$ cat src/rtl/scroll_scheduler.sv
// Game-flow controller: IDLE/PLAY/OVER state machine that paces the scroll strobe and
// column counter for the pipe generator, keeps score and speeds up play as levels rise.
module scroll_scheduler #(
   parameter int BASE_PERIOD = 24,
   parameter int STEP        = 4,
   parameter int MIN_PERIOD  = 8,
   parameter int LEVEL_PTS   = 4,
   parameter int MAX_LEVEL   = 7,
   parameter int COUNT_MAX   = 17,
   parameter int SCORE_COL0  = 3,
   parameter int SCORE_COL1  = 12
) (
   input  logic       clk,
   input  logic       reset,
   input  logic       start,
   input  logic       collide,
   output logic       tick,
   output logic [4:0] count,
   output logic [7:0] score,
   output logic [2:0] level,
   output logic       playing,
   output logic       game_over
);
   typedef enum logic [1:0] {ST_IDLE = 2'd0, ST_PLAY = 2'd1, ST_OVER = 2'd2} state_t;

   state_t     state_q;
   logic       start_q;
   logic       tick_q;
   logic       playing_q;
   logic       game_over_q;
   logic [7:0] divider_q;
   logic [7:0] period_q;
   logic [7:0] score_q;
   logic [4:0] count_q;
   logic [2:0] level_q;

   logic       start_p;
   logic       reload;
   logic       score_hit;
   logic       level_up;
   logic [4:0] count_d;
   logic [7:0] score_d;
   logic [7:0] period_d;

   // Scroll period for a level; the subtraction is widened so underflow clamps to the floor.
   function automatic logic [7:0] scroll_period(input logic [2:0] lvl);
      logic [9:0] cut;
      cut = 10'(lvl) * 10'(STEP);
      if ((cut + 10'(MIN_PERIOD)) > 10'(BASE_PERIOD)) begin
         return 8'(MIN_PERIOD);
      end else begin
         return 8'(10'(BASE_PERIOD) - cut);
      end
   endfunction

   always_comb begin
      start_p   = start & ~start_q;
      reload    = (divider_q == (period_q - 8'd1));
      count_d   = (count_q == 5'(COUNT_MAX)) ? 5'd0 : (count_q + 5'd1);
      score_hit = tick_q & ((count_q == 5'(SCORE_COL0)) | (count_q == 5'(SCORE_COL1)));
      score_d   = (score_q == 8'hFF) ? score_q : (score_q + 8'd1);
      level_up  = (score_q != 8'hFF) & ((score_d % 8'(LEVEL_PTS)) == 8'd0)
                  & (level_q != 3'(MAX_LEVEL));
      period_d  = scroll_period(level_q);
   end

   always_ff @(posedge clk) begin
      if (reset) begin
         state_q     <= ST_IDLE;
         start_q     <= 1'b0;
         tick_q      <= 1'b0;
         playing_q   <= 1'b0;
         game_over_q <= 1'b0;
         divider_q   <= 8'd0;
         period_q    <= 8'(BASE_PERIOD);
         score_q     <= 8'd0;
         count_q     <= 5'd0;
         level_q     <= 3'd0;
      end else begin
         start_q <= start;
         case (state_q)
            ST_IDLE: begin
               tick_q <= 1'b0;
               if (start_p) begin
                  state_q     <= ST_PLAY;
                  playing_q   <= 1'b1;
                  game_over_q <= 1'b0;
                  divider_q   <= 8'd0;
                  period_q    <= 8'(BASE_PERIOD);
                  count_q     <= 5'd0;
                  score_q     <= 8'd0;
                  level_q     <= 3'd0;
               end
            end
            ST_PLAY: begin
               // A hit freezes everything, even a tick or score landing on the same edge.
               if (collide) begin
                  state_q     <= ST_OVER;
                  playing_q   <= 1'b0;
                  game_over_q <= 1'b1;
                  tick_q      <= 1'b0;
               end else begin
                  if (reload) begin
                     divider_q <= 8'd0;
                     tick_q    <= 1'b1;
                     period_q  <= period_d;
                  end else begin
                     divider_q <= divider_q + 8'd1;
                     tick_q    <= 1'b0;
                  end
                  if (tick_q) begin
                     count_q <= count_d;
                     if (score_hit) begin
                        score_q <= score_d;
                        if (level_up) begin
                           level_q <= level_q + 3'd1;
                        end
                     end
                  end
               end
            end
            ST_OVER: begin
               tick_q <= 1'b0;
               if (start_p) begin
                  state_q     <= ST_IDLE;
                  playing_q   <= 1'b0;
                  game_over_q <= 1'b0;
               end
            end
            default: begin
               state_q     <= ST_IDLE;
               tick_q      <= 1'b0;
               playing_q   <= 1'b0;
               game_over_q <= 1'b0;
            end
         endcase
      end
   end

   assign tick      = tick_q;
   assign count     = count_q;
   assign score     = score_q;
   assign level     = level_q;
   assign playing   = playing_q;
   assign game_over = game_over_q;
endmodule

$ cat config.mk
export PLATFORM = sky130hd
export DESIGN_NAME = scroll_scheduler
export DESIGN_NICKNAME = d
export VERILOG_FILES = /design/src/rtl/scroll_scheduler.sv
export SDC_FILE = /design/constraint.sdc
export NUM_CORES = 1
export LEC_CHECK = 0
export CAP_MARGIN = 20
export CORE_MARGIN = 1.5
export CORE_UTILIZATION = 52
export CTS_BUF_LIST = sky130_fd_sc_hd__clkbuf_4
export DETAILED_ROUTE_END_ITERATION = 6
export PLACE_DENSITY = 0.78
export SYNTH_ARGS = -nofsm -noshare
export SYNTH_HDL_FRONTEND = slang
export SYNTH_SLANG_ARGS = --single-unit
export TNS_END_PERCENT = 5
$ cat constraint.sdc
create_clock -name clk -period 2 [get_ports clk]
set_clock_uncertainty 0.1 [all_clocks]
set_input_delay 0.2 -clock clk [delete_from_list [all_inputs] [get_ports clk]]
set_output_delay 0.2 -clock clk [all_outputs]
set_load 0.02 [all_outputs]
==> Word level (Yosys, flattened, before mapping) <==
Cells that the tools add are included.
{ "classes": {"add_sub_neg": 7, "n_mul": 0, "n_div": 0, "n_lt_le_gt_ge": 1, "eq_ne": 19, "shifts": 0, "muxes": 36, "bitwise": 7, "n_reduce_logical": 13} }
{ "op_table": {"columns": ["operator", "n"], "rows": [
  ["8-bit two-way mux", 11],
  ["8-bit case mux with 2 select lines", 3],
  ["5-bit two-way mux", 4],
  ["2-bit != test (second input constant)", 9],
  ["8-bit by 1-bit adder with 8-bit output (second input constant)", 2],
  ["3-bit two-way mux", 5],
  ["6-bit AND reduction", 2],
  ["5-bit case mux with 2 select lines", 1],
  ["8-bit equality test", 1],
  ["8-bit equality test (second input constant)", 1],
  ["8-bit zero test", 1],
  ["8-bit != test (second input constant)", 1],
  ["4-bit AND reduction", 2],
  ["8-bit by 1-bit subtractor with 8-bit output (second input constant)", 1],
  ["5-bit by 4-bit adder with 6-bit output (second input constant)", 1],
  ["6-bit by 5-bit > comparator with 1-bit output (second input constant)", 1],
  ["2-bit two-way mux", 3],
  ["2-bit case mux with 3 select lines", 1],
  ["3-bit case mux with 2 select lines", 1],
  ["3-bit AND reduction", 2],
  ["5-bit by 5-bit subtractor with 6-bit output (first input constant)", 1],
  ["5-bit by 1-bit adder with 5-bit output (second input constant)", 1],
  ["5-bit by 2-bit equality test with 1-bit output (second input constant)", 1],
  ["5-bit by 4-bit equality test with 1-bit output (second input constant)", 1],
  ["other kinds (18)", 26]
]} }
{ "word_totals": {"regBits": 38, "latchBits": 0, "ram_bits": 0, "mem_bits_ro": 0, "wordCells": 94, "memories": 0} }

==> Longest topological paths before layout <==
Gate-level depths: netlist of run 1.
{ "logic_depth": {"depth_word": 10, "depth_mapped": 9} }

==> Least setup slack after synthesis of run 1 <==
OpenSTA, ideal clock, no wires.
{ "synth_timing": {"path_kind": "register to register", "startpoint": "register count_q[0], in the netlist count[0]", "endpoint": "register score_q[3], in the netlist score[3]", "setup_ns": 0.070, "t_arrival_ns": 2.133, "required_time_ns": 1.830, "path_slack_ns": -0.303, "stages_incl_launch_ff": 8, "path_buffers": 0, "period_less_slack_ns": 2.303, "cell_sequence": "dfxtp_1 > ha_1 > or3b_1 > a21oi_2 > a21oi_2 > nand2b_4 > or4_1 > a21oi_1"} }
{ "synth_via": {"elab_chain_cells": 5} }
{ "synth_rtl": {"columns": ["item", "line", "text"], "rows": [
  ["from (decl)", "34", "logic [4:0] count_q;"],
  ["from (signal assigned)", "112", "count_q <= count_d;"],
  ["5-bit by 2-bit equality test with 1-bit output / 5-bit by 4-bit equality test with 1-bit output (equally long branches)", "60", "score_hit = tick_q & ((count_q == 5'(SCORE_COL0)) | (count_q == 5'(SCORE_COL1)));"],
  ["1-bit bitwise OR *", "60", null],
  ["1-bit AND *", "60", null],
  ["2-bit != test (no line) *", null, null],
  ["6-bit AND reduction (no line) *", null, null],
  ["to (signal assigned)", "114", "score_q <= score_d;"],
  ["to (decl)", "33", "logic [7:0] score_q;"]
]} }
Every way passes the cells marked *; elsewhere a longest branch is shown, timed or not.
A chain may end at the register's enable or synchronous reset.

==> Worst setup path in the final report of run 1 <==
{ "layout_timing": {"startpoint": "register period_q[3]", "endpoint": "register period_q[3]"} }
{ "layout_via": {"elab_chain_cells": 4} }
{ "layout_rtl": {"columns": ["item", "line", "text"], "rows": [
  ["from (decl)", "32", "logic [7:0] period_q;"],
  ["from (signal assigned)", "75", "period_q <= 8'(BASE_PERIOD);"],
  ["from (signal assigned)", "89", "period_q <= 8'(BASE_PERIOD);"],
  ["from (signal assigned)", "106", "period_q <= period_d;"],
  ["8-bit by 1-bit subtractor with 8-bit output", "58", "reload = (divider_q == (period_q - 8'd1));"],
  ["8-bit equality test", "58", null],
  ["2-bit != test (no line)", null, null],
  ["4-bit AND reduction (no line)", null, null]
]} }
Every way passes these cells.

==> reports/qor.csv, run 1 <==
stage,metric,value,unit
timing,final-report hold violation count,0,
logic_synthesis,YS warnings,0,
placed_design,HPWL after DPL,3280,um
critical_path,slowest cell delay on critical path,0.39,ns
logic_synthesis,Post-Syn Nets,258,
placed_design,Placed Instances,336,
critical_path,"delay-heaviest family, CP",compound AO/OA/AOI/OAI gates,
logic_synthesis,Async SR Flop Fraction,0,%
floorplanning,cell row count,22,
clock_tree,htree depth,2,
floorplanning,Core Region,3630,sq um
critical_path,CP Class,flip-flop to flip-flop,
placed_design,RePlAce Congestion,0.844,
worst_hold_path,Hold Crit Depth,2,
clock_tree,"CTS clk-pin slew, worst paths",0.11,ns
floorplanning,boundary pin count,23,
grt,met3 usage,5.81,%
clock_tree,# Post-CTS Setup Buffers,0,
logic_synthesis,Post-synth EDFFs,0,
pwr,Leakage Power,0.000959,uW
timing,final worst slack,-0.0286,ns
critical_path,crit path cell chain,inv_2 -> ha_4 -> xor2_1 -> o2111ai_1 -> nor3_1 -> o211ai_1 -> o32a_1 -> mux2i_1,
critical_path,startpoint types,flip-flop,
floorplanning,Starting Density,53.5,%
logic_synthesis,sequential share of the synthesized area,34.0,%
job,Max-Cap Viols,0,
critical_path,critical path endpoint category,flip-flop,
floorplanning,Die Wd,64.2,um
logic_synthesis,top_reg_cell synth,dfxtp_1,
grt,gr busiest metal,met2,
clock_tree,Inserted Clock Buffers,5,
critical_path,FF-to-FF End,period_q[3],
critical_path,reg-to-reg critical path startpoint,period_q[3],
route,DR vias,1871,
logic_synthesis,complex-gate fraction of the synthesized area,14.9,%
placed_design,Port Buffer Count,22,
clock_tree,hold_buf cts,0,
grt,total gr overflow,0,
floorplanning,Die ar.,4120,sq um
critical_path,CP required,2.15,ns
pwr,pwr/cell area,475,nW/um^2
worst_hold_path,Hold EP,game_over,
grt,vias in the first global route,1686,
clock_tree,CTS tree,built,
final_layout,"Cell Count, Final, Fillers Out",344,
logic_synthesis,xor-xnor portion of the synthesized cell area,4.05,%
final_layout,Final nets,310,
pwr,Worst VDD drop,0.000364,V
critical_path,WP data arrival,2.18,ns
timing,Max Slew Vio Count,0,
grt,GR Util met2,36.5,%
final_layout,Ant. Diodes,0,
timing,hold_ws,0.378,ns
logic_synthesis,post-synthesis mux area share,3.09,%
worst_hold_path,Hold Path Origin,game_over,
timing,final worst-path cycle share,101,%
timing,endpoints failing setup,3,
route,DRT iter0 DRCs,78,
grt,met1 GRT Util,30.4,%
critical_path,slowest stage cell on the critical path,o32a_1,
critical_path,R2R Setup Slk,-0.03,ns
worst_hold_path,Hold Path Class,flip-flop to flip-flop,
route,ANT nets after route,0,
final_layout,Final Instance Area,2590,sq um
grt,gr usage total,22.8,%
final_layout,FILL cells,284,
timing,RSZ-0062 raised after global routing,yes,
clock_tree,clock latency on the worst-skew pair,0.36,ns
logic_synthesis,Synth cell types,45,
route,drt total wl,4550,um
logic_synthesis,Simple-Gate Fraction of Synth Area,31.3,%
route,first-pass detailed-route iteration total,4,
final_layout,"commonest non-fill, non-tap cell in the layout",buf_4,
clock_tree,CTS sink cnt,33,
final_layout,fraction of layout cells with a size suffix above 1,25.3,%
timing,Worst Tran Pin Value,0.381,ns
logic_synthesis,main combinational cell family by area after synthesis,simple AND/OR/NAND/NOR gates,
timing,post-layout minimum cycle time,2.03,ns
critical_path,CP Buf/Inv Count,1,
final_layout,most frequent cells in the layout,"buf_4 (34), nand2_1 (28), dfxtp_1 (27)",
placed_design,worst slack at placement,-0.191,ns
status,failing checks,setup timing,
final_layout,Layout Area Growth over Synthesis,33.3,%
placed_design,Post-Place Cell Area,2440,sq um
final_layout,area of the multi-input gates,1280,sq um
pwr,Design Power,1230,uW
logic_synthesis,Post-Syn Instances,243,
clock_tree,Root Buffer,clkbuf_4,
route,Residual DRC,0,
logic_synthesis,adder-cell share of the synthesized area,7.08,%
grt,first-pass GRT wire length,7390,um
floorplanning,Vert. Die Dim,64.2,um
final_layout,Register Area,673,sq um
grt,initial antenna violation count,0,
route,per-cell routed wire length,13.2,um
route,DR vias/cell,5.44,
logic_synthesis,post-synthesis register bit count,33,
timing,max_slew headroom,74.4,%
critical_path,worst r2r path cells,8,
timing,highest clock rate,493,MHz
status,status,"finished, violations left",
logic_synthesis,Mapped Area,1940,sq um
logic_synthesis,Syn Area/Cell,8.00,sq um
clock_tree,Max clock buf depth,2,
grt,largest net degree at the start of global routing,21,
critical_path,crit-path max FO,3,
how the worst max path moves through the flow:
stage | startpoint | to | cells past startpoint
floorplan | count[0] | score[6] | 7
global placement | start | score[6] | 6
detailed placement | start | score[6] | 6
CTS | count[1] | score[6] | 7
global route | period_q[3] | period_q[3] | 8
finish | period_q[3] | period_q[3] | 8
cells by family (layout without fill, tap and decap cells):
group | count (synthesis) | after routing
flops | 33 | 33
mux | 6 | 6
fa+ha+maj | 11 | 11
simple gates | 118 | 118
compound gates | 44 | 44
xor+xnor | 9 | 9
buf+inv | 22 | 75
metrics by stage:
step	TNS, ns	util, %
after floorplan	-0.0529	-
after global placement	-1.45	67.1
after detailed placement	-2.32	67.1
after CTS	-0.135	69.4
after global routing	-0.770	71.3
final	-0.0584	71.3
worst register-to-register path: stages, from the launching register on:
cell and delay [ns]:
dfxtp_2 0.35, inv_2 0.04, ha_4 0.26, xor2_1 0.16
o2111ai_1 0.12, nor3_1 0.21, o211ai_1 0.15, o32a_1 0.39
mux2i_1 0.15
what timing repair did:
item                       in CTS  in global routing
setup endpoints to repair       8                 21
pin swaps                       1                  6
gates resized for setup         7                 15
cell type report:
class	instances	area share, %
inverters	10	1.45
multi-input cells	188	49.3
clock buffers	5	1.45
clock inverters	3	0.676
well taps	48	2.32
repair buffers	57	18.8
flip-flops and latches	33	26.0
registers in the layout (all words and copies together) (netlist names), 3 cells and up:
name	cells
score	8
count	5
period_q	4
divider_q	8
level	3
synthesized netlist by cell type, drive strengths merged (2+ instances only):
master | instances | share of area, %
nand3 | 9 | 2.3
or3 | 5 | 1.7
xor2 | 5 | 2.3
nand4 | 7 | 2.3
nand2 | 28 | 5.4
buf | 2 | 0.64
nand2b | 8 | 3.0
mux2i | 6 | 3.1
o31ai | 2 | 0.77
xnor2 | 4 | 1.8
a31oi | 2 | 0.64
nor3b | 2 | 0.77
o21ai | 8 | 2.1
a21o | 3 | 1.2
a21oi | 17 | 5.3
nor2 | 22 | 4.2
or2 | 2 | 0.64
or3b | 2 | 0.90
nor2b | 3 | 0.97
nor4 | 5 | 1.6
clkbuf | 10 | 3.0
and3 | 3 | 0.97
or2b | 2 | 0.90
inv | 10 | 1.9
nor3 | 17 | 4.4
ha | 11 | 7.1
dfxtp | 33 | 34
o211ai | 2 | 0.77
a22oi | 4 | 1.5
metal layers:
layer | routed length [um] | up-vias
met5 | 0 | -
met4 | 41 | 0
met3 | 243 | 5
met2 | 2130 | 36
met1 | 2140 | 864
li1 | - | 966
report_power, final:
group / internal (uW) / switching, uW / leakage (uW)
Combinational: 83.3 / 98.9 / 0.000659
Clock: 132 / 248 / 0.0000310
Sequential: 662 / 6.99 / 0.000269
Total: 877 / 354 / 0.000959
Power figures use the tool's default switching activity.
==> run 2, diff against run 1 <==
PLACE_DENSITY = default   (was 0.78)
PLACE_DENSITY_LB_ADDON = 0.15   (was default)
==> reports/qor.csv, run 2 (synthesized netlist as in run 1, its figures left out) <==
stage,metric,value,unit,change
timing,final-report hold violation count,0,,unchanged
timing,final setup TNS,-0.296,ns,-0.238 ns
critical_path,critical path endpoint category,flip-flop,,
clock_tree,htree depth,2,,unchanged
clock_tree,clock latency on the worst-skew pair,0.35,ns,about the same
critical_path,startpoint types,flip-flop,,
timing,Worst Tran Pin Value,0.343,ns,-0.0379 ns
grt,gr usage total,24.6,%,+1.8 points
timing,post-layout minimum cycle time,2.10,ns,+0.0729 ns
clock_tree,Max clock buf depth,2,,unchanged
clock_tree,"CTS clk-pin slew, worst paths",0.11,ns,about the same
route,Residual DRC,0,,unchanged
job,Max-Cap Viols,0,,unchanged
timing,final worst slack,-0.102,ns,-0.0729 ns
placed_design,Post-Place Cell Area,2470,sq um,+1.2%
route,drt total wl,4760,um,+4.5%
clock_tree,Root Buffer,clkbuf_4,,
pwr,Worst VDD drop,0.000391,V,+7.6%
critical_path,reg-to-reg critical path startpoint,period_q[2],,
final_layout,Ant. Diodes,0,,unchanged
placed_design,Port Buffer Count,22,,unchanged
final_layout,Layout Area Growth over Synthesis,33.1,%,about the same
timing,endpoints failing setup,4,,+1
timing,RSZ-0062 raised after global routing,yes,,
timing,final worst-path cycle share,105,%,+3.6 points
final_layout,Finished Core Util,71.2,%,about the same
final_layout,"Cell Count, Final, Fillers Out",348,,+1.2%
status,failing checks,setup timing,,
critical_path,WP data arrival,2.23,ns,+0.05 ns
route,first-pass detailed-route iteration total,4,,unchanged
final_layout,Final Instance Area,2590,sq um,about the same
floorplanning,Die Wd,64.2,um,unchanged
pwr,Leakage Power,0.000973,uW,+1.4%
final_layout,"commonest non-fill, non-tap cell in the layout",buf_4,,
status,status,"finished, violations left",,
final_layout,Final nets,314,,+1.3%
clock_tree,CTS tree,built,,
floorplanning,Die ar.,4120,sq um,unchanged
floorplanning,Vert. Die Dim,64.2,um,unchanged
placed_design,Placed Instances,340,,+1.2%
clock_tree,hold_buf cts,0,,unchanged
floorplanning,cell row count,22,,unchanged
grt,total gr overflow,0,,unchanged
critical_path,CP Class,flip-flop to flip-flop,,
placed_design,worst slack at placement,-0.221,ns,-0.0291 ns
grt,first-pass GRT wire length,7910,um,+7.1%
grt,initial antenna violation count,0,,unchanged
critical_path,crit path from,period_q[2],,
critical_path,CP required,2.13,ns,-0.02 ns
route,DR vias,1925,,+2.9%
route,DRT iter0 DRCs,113,,+45%
placed_design,HPWL after DPL,3410,um,+4.2%
clock_tree,CTS sink cnt,33,,unchanged
route,per-cell routed wire length,13.7,um,+3.3%
route,ANT nets after route,0,,unchanged
final_layout,FILL cells,316,,+11%
pwr,pwr/cell area,468,nW/um^2,-1.4%
route,DR vias/cell,5.53,,+1.7%
clock_tree,Inserted Clock Buffers,5,,unchanged
worst_hold_path,Hold Path Class,input pin to flip-flop,,
grt,largest net degree at the start of global routing,15,,-29%
floorplanning,boundary pin count,23,,unchanged
timing,highest clock rate,476,MHz,-3.5%
final_layout,most frequent cells in the layout,"buf_4 (39), nand2_1 (28), dfxtp_1 (27)",,
clock_tree,# Post-CTS Setup Buffers,0,,unchanged
timing,Max Slew Vio Count,0,,unchanged
worst_hold_path,Hold Path Origin,start,,
floorplanning,Starting Density,53.5,%,unchanged
timing,max_slew headroom,77.0,%,+2.5 points
final_layout,fraction of layout cells with a size suffix above 1,25.3,%,about the same
placed_design,RePlAce Congestion,0.905,,+7.2%
critical_path,crit-path max FO,3,,unchanged
grt,vias in the first global route,1721,,+2.1%
floorplanning,Core Region,3630,sq um,unchanged
==> run 2: final cells by class <==
type / instances / area (sq um) / area share [%]
repair buffers: 61 / 513 / 19.8
clock buffers: 5 / 37.5 / 1.45
multi-input cells: 188 / 1250 / 48.5
inverters: 10 / 37.5 / 1.45
flip-flops and latches: 33 / 673 / 26.0
clock inverters: 3 / 12.5 / 0.483
well taps: 48 / 60.1 / 2.32
==> run 2: critical path: stages (launching register included) <==
cell	delay [ns]
dfxtp_2	0.35
inv_2	0.04
ha_4	0.25
xor2_1	0.16
o2111ai_1	0.12
nor3_1	0.20
o211ai_1	0.16
o32a_1	0.46
mux2i_1	0.14
==> run 2: final timing paths <==
kind	cells past startpoint	slack, ns	to
worst max-delay path	8	-0.10	period_q[3]
worst min-delay path	2	0.35	start_q
worst max register to register	8	-0.10	period_q[3]
worst min register to register	2	0.38	game_over
==> run 2: routing by layer <==
layer | global-route usage (%) | routed length [um]
met1 | 33.7 | 2260
met2 | 38.4 | 2240
met3 | 5.28 | 187
met4 | 7.98 | 64
met5 | 0 | 0
==> run 2: metrics by stage <==
| stage | hold WS, ns | power [uW] |
|---|---|---|
| 3_5_place_dp | 0.364 | 854 |
| 6_report | 0.352 | 1210 |
| 2_1_floorplan | 0.228 | 782 |
| 5_1_grt | 0.364 | 1270 |
| 3_3_place_gp | 0.357 | 854 |
| 4_1_cts | 0.350 | 1210 |
==> run 2: where the power goes <==
| group | switching, uW | internal (uW) | leakage (uW) |
|---|---|---|---|
| sequential | 7.06 | 662 | 0.000269 |
| clock | 240 | 127 | 0.0000300 |
| combinational | 97.3 | 79.6 | 0.000673 |
==> run 2: repair_timing <==
action / 4_1_cts / 5_1_grt
setup endpoints to repair: 6 / 20
cloned: 0 / 0
resized for setup: 2 / 15
pin swaps: 0 / 11
